`src/rtl/result_drain.sv`:
```
// Sequences one job on the systolic control block, snapshots its N*N result and
// streams the elements out in ascending index over a valid/ready interface.
module result_drain #(
    parameter int W      = 16,
    parameter int N      = 3,
    parameter int SETTLE = 2,
    localparam int IW    = (N * N > 1) ? $clog2(N * N) : 1
) (
    input  logic             i_clk,
    input  logic             i_rst_n,
    input  logic             i_start,
    input  logic             i_done,
    input  logic [W*N*N-1:0] i_C,
    output logic             o_ctrl_en,
    output logic             o_valid,
    input  logic             i_ready,
    output logic [W-1:0]     o_data,
    output logic [IW-1:0]    o_idx,
    output logic             o_last,
    output logic             o_busy,
    output logic             o_job_done
);

    localparam int NE = N * N;
    localparam int CW = (SETTLE > 1) ? $clog2(SETTLE) : 1;
    localparam logic [CW-1:0] SettleLoad = (SETTLE > 0) ? CW'(SETTLE - 1) : '0;
    localparam logic [IW-1:0] LastIdx    = IW'(NE - 1);

    typedef enum logic [1:0] {StIdle, StRun, StWait, StDrain} state_t;

    state_t          r_state;
    state_t          w_state_nxt;
    logic [CW-1:0]   r_cnt;
    logic [W-1:0]    r_buf [NE];
    logic [IW-1:0]   r_idx;
    logic            r_job_done;
    logic            w_capture;
    logic            w_accept;
    logic            w_last_accept;

    assign w_accept      = (r_state == StDrain) && i_ready;
    assign w_last_accept = w_accept && (r_idx == LastIdx);

    always_ff @(posedge i_clk or negedge i_rst_n) begin
        if (!i_rst_n) begin
            r_state <= StIdle;
        end else begin
            r_state <= w_state_nxt;
        end
    end

    always_comb begin
        w_state_nxt = r_state;
        w_capture   = 1'b0;
        case (r_state)
            StIdle: begin
                if (i_start) begin
                    w_state_nxt = StRun;
                end
            end
            StRun: begin
                if (i_done) begin
                    if (SETTLE == 0) begin
                        w_capture   = 1'b1;
                        w_state_nxt = StDrain;
                    end else begin
                        w_state_nxt = StWait;
                    end
                end
            end
            StWait: begin
                if (r_cnt == '0) begin
                    w_capture   = 1'b1;
                    w_state_nxt = StDrain;
                end
            end
            StDrain: begin
                if (w_last_accept) begin
                    w_state_nxt = StIdle;
                end
            end
            default: w_state_nxt = StIdle;
        endcase
    end

    // Loaded with SETTLE-1 so that WAIT spans exactly SETTLE cycles.
    always_ff @(posedge i_clk or negedge i_rst_n) begin
        if (!i_rst_n) begin
            r_cnt <= '0;
        end else if ((r_state == StRun) && i_done) begin
            r_cnt <= SettleLoad;
        end else if ((r_state == StWait) && (r_cnt != '0)) begin
            r_cnt <= r_cnt - 1'b1;
        end
    end

    always_ff @(posedge i_clk or negedge i_rst_n) begin
        if (!i_rst_n) begin
            for (int k = 0; k < NE; k++) begin
                r_buf[k] <= '0;
            end
        end else if (w_capture) begin
            for (int k = 0; k < NE; k++) begin
                r_buf[k] <= i_C[k*W +: W];
            end
        end
    end

    always_ff @(posedge i_clk or negedge i_rst_n) begin
        if (!i_rst_n) begin
            r_idx      <= '0;
            r_job_done <= 1'b0;
        end else begin
            r_job_done <= w_last_accept;
            if (w_accept) begin
                r_idx <= w_last_accept ? '0 : r_idx + 1'b1;
            end
        end
    end

    assign o_ctrl_en  = (r_state == StRun) || (r_state == StWait);
    assign o_valid    = (r_state == StDrain);
    assign o_busy     = (r_state != StIdle);
    assign o_last     = o_valid && (r_idx == LastIdx);
    assign o_idx      = r_idx;
    // Outside DRAIN the data bus is forced to zero rather than exposing stale results.
    assign o_data     = o_valid ? r_buf[r_idx] : '0;
    assign o_job_done = r_job_done;

endmodule

```
`config.mk`:
```
export PLATFORM = sky130hd
export DESIGN_NAME = result_drain
export DESIGN_NICKNAME = d
export VERILOG_FILES = /design/src/rtl/result_drain.sv
export SDC_FILE = /design/constraint.sdc
export NUM_CORES = 1
export LEC_CHECK = 0
export ABC_AREA = 1
export BUFFER_PORTS_ARGS = -buffer_cell sky130_fd_sc_hd__buf_4
export CAP_MARGIN = 30
export CORE_AREA = 4 4 127 129
export DETAILED_ROUTE_END_ITERATION = 10
export DIE_AREA = 0 0 131 133
export PLACE_DENSITY = 0.76
export SETUP_SLACK_MARGIN = 0.2
export SYNTH_ARGS = -nofsm -noshare
export SYNTH_HDL_FRONTEND = slang
export SYNTH_SLANG_ARGS = --single-unit
```
`constraint.sdc`:
```
create_clock -name i_clk -period 2.2 [get_ports i_clk]
set_clock_uncertainty 0.05 [all_clocks]
set_input_delay 0.11 -clock i_clk [delete_from_list [all_inputs] [get_ports i_clk]]
set_output_delay 0.11 -clock i_clk [all_outputs]
set_load 0.01 [all_outputs]
```
# Word-level counts from Yosys, hierarchy flattened
# Cells that the tools add are included.
dict set report classes {
  n_reduce_logical 10
  bitwise_logic 1
  n_eq_ne 8
  add_sub_neg 2
  n_lt_le_gt_ge 1
  muxes 14
}
# cell count
set op_table {}
lappend op_table {{16-bit binary-select mux with 4-bit select} 1}
lappend op_table {{16-bit 2-to-1 mux} 3}
lappend op_table {{2-bit 2-to-1 mux} 4}
lappend op_table {{2-bit case mux with 4 select lines} 1}
lappend op_table {{2-bit inequality test, second input constant} 3}
lappend op_table {{5-bit >= comparator, second input constant} 1}
lappend op_table {{1-bit logical AND} 5}
lappend op_table {{4-bit inverter with 5-bit output} 1}
lappend op_table {{4-bit by 1-bit adder with 4-bit output, second input constant} 1}
lappend op_table {{2-bit == test, second input constant} 2}
lappend op_table {{4-bit == test, second input constant} 1}
lappend op_table {{1-bit 2-to-1 mux} 4}
lappend op_table {{4-bit 2-to-1 mux} 1}
lappend op_table {{4-bit AND reduction} 1}
lappend op_table {{2-bit nonzero test} 2}
lappend op_table {{2-bit by 1-bit == test with 1-bit output, second input constant} 1}
lappend op_table {{2-bit logical NOT} 1}
lappend op_table {{2-bit by 1-bit inequality test with 1-bit output, second input constant} 1}
lappend op_table {{1-bit logical OR} 1}
lappend op_table {{1-bit subtractor, second input constant} 1}
dict set report word_totals {
  inputBits 149
  wordCells 49
  out_inout_bits 25
  regBits 152
}

# Depth between registers and ports, before layout
dict set report logic_depth {
  word_depth 5
  ltp_mapped 9
  depth_no_buf 8
}

# Worst setup path after synthesis
# OpenSTA, ideal clock, no wires.
dict set report synth_path {
  path_kind {flip-flop to flip-flop}
  from {reg r_idx[0] (netlist: o_idx[0])}
  to {reg r_state[0]}
  required_time_ps 2024
  setup_time_ps 126
  path_slack_ps 501
  path_buffers 2
  arrival_time_ps 1523
  period_less_slack_ps 1699
  path_stages_with_launch 10
  cell_sequence {dfrtp_1 > buf_6 > inv_2 > clkbuf_1 > ha_1 > nand3_1 > nand2_1 > nand3b_1 > nand2_1 > o21ai_0}
}
dict set report synth_between {
  elab_chain_len 4
}
# element line
set synth_rtl {}
lappend synth_rtl {{start: declaration} 35} ;# logic [IW-1:0] r_idx;
lappend synth_rtl {{start signal: assignment} 116} ;# r_idx <= w_last_accept ? '0 : r_idx + 1'b1;
lappend synth_rtl {{4-bit == test} 42} ;# assign w_last_accept = w_accept && (r_idx == LastIdx);
lappend synth_rtl {{1-bit logical AND} 42}
lappend synth_rtl {{2-bit by 1-bit inequality test with 1-bit output (no source line)} -}
lappend synth_rtl {{4-bit AND reduction (no source line)} -}
lappend synth_rtl {{end signal: assignment} 46} ;# r_state <= StIdle;
lappend synth_rtl {{end signal: assignment} 48} ;# r_state <= w_state_nxt;
lappend synth_rtl {{end: declaration} 31} ;# state_t r_state;
# No other way between the ends.
# A chain may end at the register's enable or synchronous reset.

# Final worst setup path
dict set report layout_path {
  from {reg r_idx[0] (netlist: o_idx[0])}
  to {out o_data[12]}
}
dict set report layout_between {
  elab_chain_len 5
}
# element line
set layout_rtl {}
lappend layout_rtl {{4-bit inverter with 5-bit output (not written as such)} 127} ;# assign o_data = o_valid ? r_buf[r_idx] : '0;
lappend layout_rtl {{16-bit binary-select mux with 4-bit select} 127}
lappend layout_rtl {{16-bit 2-to-1 mux (not written as such) (2 in series)} 127}
lappend layout_rtl {{16-bit 2-to-1 mux} 127}
lappend layout_rtl {{end: declaration} 17} ;# output logic [W-1:0] o_data,
# No other way between the ends. The select of a mux whose other input is x is not followed.

==> impl_metrics.tcl <==
set metrics [dict create \
    max_slew_violation_count 0 \
    vias 7614 \
    num-nets-final 1386 \
    worst_ep_required_time_ns 2.04 \
    worst_pin_slew_ns 0.5204 \
    drt-vias-per-instance 5.313 \
    buffer_ports.inserted 173 \
    synth-warning-count 0 \
    syn_area_per_cell_um2 8.043 \
    area_growth_pct 54.66 \
    synth_top_family_by_area "simple AND/OR/NAND/NOR gates" \
    numPlacedInstances 1243 \
    timing.critical_path.cells "buf_12, nor4_4, buf_4, buf_8, nand2_1, a21oi_2, buf_4" \
    grt_remaining_overflow 0 \
    crit_path_top_delay_cell "sky130_fd_sc_hd__dfrtp_2" \
    power.switching_fraction_pct 40.96 \
    crit_path_end_kind "output pin" \
    clkPwrFrac_pct 20.4 \
    grt_usage_pct 29.66 \
    design.core.area_um2 15030 \
    num_io_pins 174 \
    yosysUniqueCellTypes 21 \
    initial_core_util_pct 48.74 \
    instances_no_fill 1433 \
    route.met2.wl_mm 12.50 \
    share_of_final_layout_standard_cells_stronger_than_drive_strength_1_pct 25.40 \
    fin_setup_tns_ns 0 \
    rel_slew_slack_pct 65.31 \
    fp-row-count 45 \
    grt_start_max_net_pins 49 \
    postSynthCellCount 911 \
    max_cap_violations 0 \
    power.ir.vdd_worst_uv 876.2 \
    master_cell_of_the_clock_root_buffer "sky130_fd_sc_hd__clkbuf_16" \
    clk_pin_slew_ns 0.06 \
    drt-total-wl_mm 25.77 \
    muxShareOfSynthArea_pct 4.918 \
    cts_inserted_buffers 17 \
    timing.hold.worst_endpoint "o_idx[0]" \
    r2r_slack_ns 0.30 \
    m1WireLength_mm 10.18 \
    wl_met3_mm 1.994 \
    cts_tree "built" \
    post-route-drc-count 0 \
    fillerInstances 941 \
    synth-compound-area-share_pct 9.341 \
    first_global_vias 7885 \
    cellPowerDensity_nw_per_um2 1355 \
    yosys_register_bits 152 \
    dr.pass1.iters 5 \
    top_signal_layer_used "met4" \
    internal_power_uw 9064 \
    finalSetupViolations 0 \
    route.detailed.wl_per_inst_um 17.98 \
    power_frac_seq_pct 31.4 \
    seq_area_frac_synth_pct 51.91 \
    critical-path-top-cell-by-count "sky130_fd_sc_hd__buf_4" \
    min-delay-start "i_ready" \
    worst_path_largest_cell_delay_ns 0.47 \
    post_synth_and_or_nand_nor_area_fraction_pct 22.80 \
    syn-cell-area_um2 7327 \
    h-tree-depth 4 \
    fin_ws_ns 0.04933 \
    die-area_um2 17420 \
    gp_congestion 0.8889 \
    grt_first_pass_wirelength_mm 39.67 \
    worst-r2r-cell-count 7 \
    synth-xor-area-share_pct 0 \
    chipHeight_um 133 \
    period_needed_ns 2.151 \
    status "completed" \
    grt_antenna_before_repair 1 \
    place.detailed.hpwl_mm 15.53 \
    ant_nets 0 \
    static-leakage-power_uw 0.005713 \
    finalHoldViolations 0 \
    cp_max_fo 6 \
    detail_route.iter0.violations 794 \
    clock_latency_ns 0.43 \
    share_comb_of_total_power_pct 48.2 \
    worstReg2RegEnd "r_buf[47]" \
    timing.final.crit_share_pct 97.76 \
    chipWidth_um 131 \
    switchingPower_uw 6288 \
    synth-adder-area-share_pct 1.025 \
    timing.hold.worst_path_depth 4 \
    critical_path_arrival_ns 1.99 \
    grt_setup_unrepaired "yes" \
    cts_sinks 152 \
    clock_path_buffers 2 \
    power.total_uw 15350 \
    crit_type "flip-flop to output pin" \
    dpl_worst_slack_ns 0.3473 \
    mappedNetlistNets 1066 \
    cp-start-kind "flip-flop" \
    r2r_start "r_state[0]" \
    highest_clock_rate_mhz 465.0 \
    min_path_type "primary input to flip-flop" \
]
## how the worst max path moves through the flow
| stage | startpoint | endpoint | cells after the start | slack (ns) |
|---|---|---|---|---|
| 3_5_place_dp | r_state[0] | r_buf[106] | 7 | 0.35 |
| 5_1_grt | o_idx[0] | o_data[12] | 8 | -0.03 |
| 2_1_floorplan | o_idx[0] | r_state[0] | 9 | 0.50 |
| 3_3_place_gp | o_idx[1] | o_data[4] | 5 | 0.41 |
| 4_1_cts | o_idx[0] | o_data[5] | 8 | 0.08 |
| 6_report | o_idx[0] | o_data[12] | 7 | 0.05 |
## layout make-up
type	instances	area (um2)	share of cell area (%)
well taps	188	235.2	2.076
clock buffers	22	494.2	4.361
repair buffers	355	3218	28.40
flip-flops and latches	152	3809	33.61
inverters	125	488.0	4.306
multi-input cells	580	2945	25.99
diodes	1	2.502	0.02208
clock inverters	10	140.1	1.237
## layer usage
layer  global-route usage (%)  vias to the layer above
li1                         -                     3502
met1                    37.03                     3602
met2                    47.80                      427
met3                    6.944                       83
met4                    14.86                        0
met5                        0                        -
## synthesized netlist by cell type (all sizes together)
library cell    n  area [um2]
nand3          98       490.5
buf            39       207.7
dfrtp         152        3804
clkbuf         15       56.30
inv           123       461.7
a21oi         129       645.6
nor2          149       559.3
o21a            1       7.510
nand2         156       585.6
ha              6       75.07
o22ai           1       6.260
nor4            2       27.53
o21ai           5       25.02
clkinv          2       7.510
mux2           32       360.4
nand3b          1       7.510
## worst max-delay path: cells and delay by family, from the launching register on
kind / cells / cell delay, ns
buf+inv: 4 / 0.59
flops: 1 / 0.47
compound gates: 1 / 0.16
simple gates: 2 / 0.34
## flip-flops by register name, summed over array words and instances (netlist names)
| name | flops |
|---|---|
| r_buf | 144 |
| o_job_done | 1 |
| r_state | 2 |
| r_cnt | 1 |
| o_idx | 4 |
## cell families (layout without fill, tap and decap cells)
family                   Yosys count  after routing
buffers and inverters            179            512
flip-flops                       152            152
adder cells (fa/ha/maj)            6              6
multiplexers                      32             32
other                              0              1
AND/OR/NAND/NOR                  406            406
AO/OA/AOI/OAI                    136            136
## power by group through the flow
stage / combinational, uW / clock, uW / sequential, uW
3_5_place_dp: 6330 / 0 / 4790
4_1_cts: 6920 / 3130 / 4730
6_report: 7400 / 3130 / 4820
5_1_grt: 8090 / 3260 / 4920
3_3_place_gp: 6180 / 0 / 4720
2_1_floorplan: 4410 / 0 / 4600
## metrics by stage
step	util [%]	cell area (um2)	hold slack, ns
finish	75.38	11330	0.05167
global route	75.38	11330	0.1089
CTS	74.25	11160	0.04622
detailed placement	59.19	8899	0.04099
global placement	59.19	8899	0.04238
floorplan	-	7327	-0.2356
## repair_timing
item | in CTS | in global routing
setup endpoints to repair | 17 | 25
hold buffers | 146 | 0
pin swaps | 17 | 6
buffers inserted | 6 | 3
resized for setup | 36 | 31
endpoints found under the hold margin | 189 | 0
cloned | 1 | 1
## cells in the final DEF, fill, tap and decap left out, drive strengths merged, types with 6 or more instances in the layout
cell / instances
ha: 6
inv: 124
clkbuf: 23
nand2: 156
a21oi: 129
dfrtp: 152
nor2: 149
buf: 208
mux2: 32
dlygate4sd3: 146
nand3: 98
No activity file was read; power rests on OpenSTA's default activity.
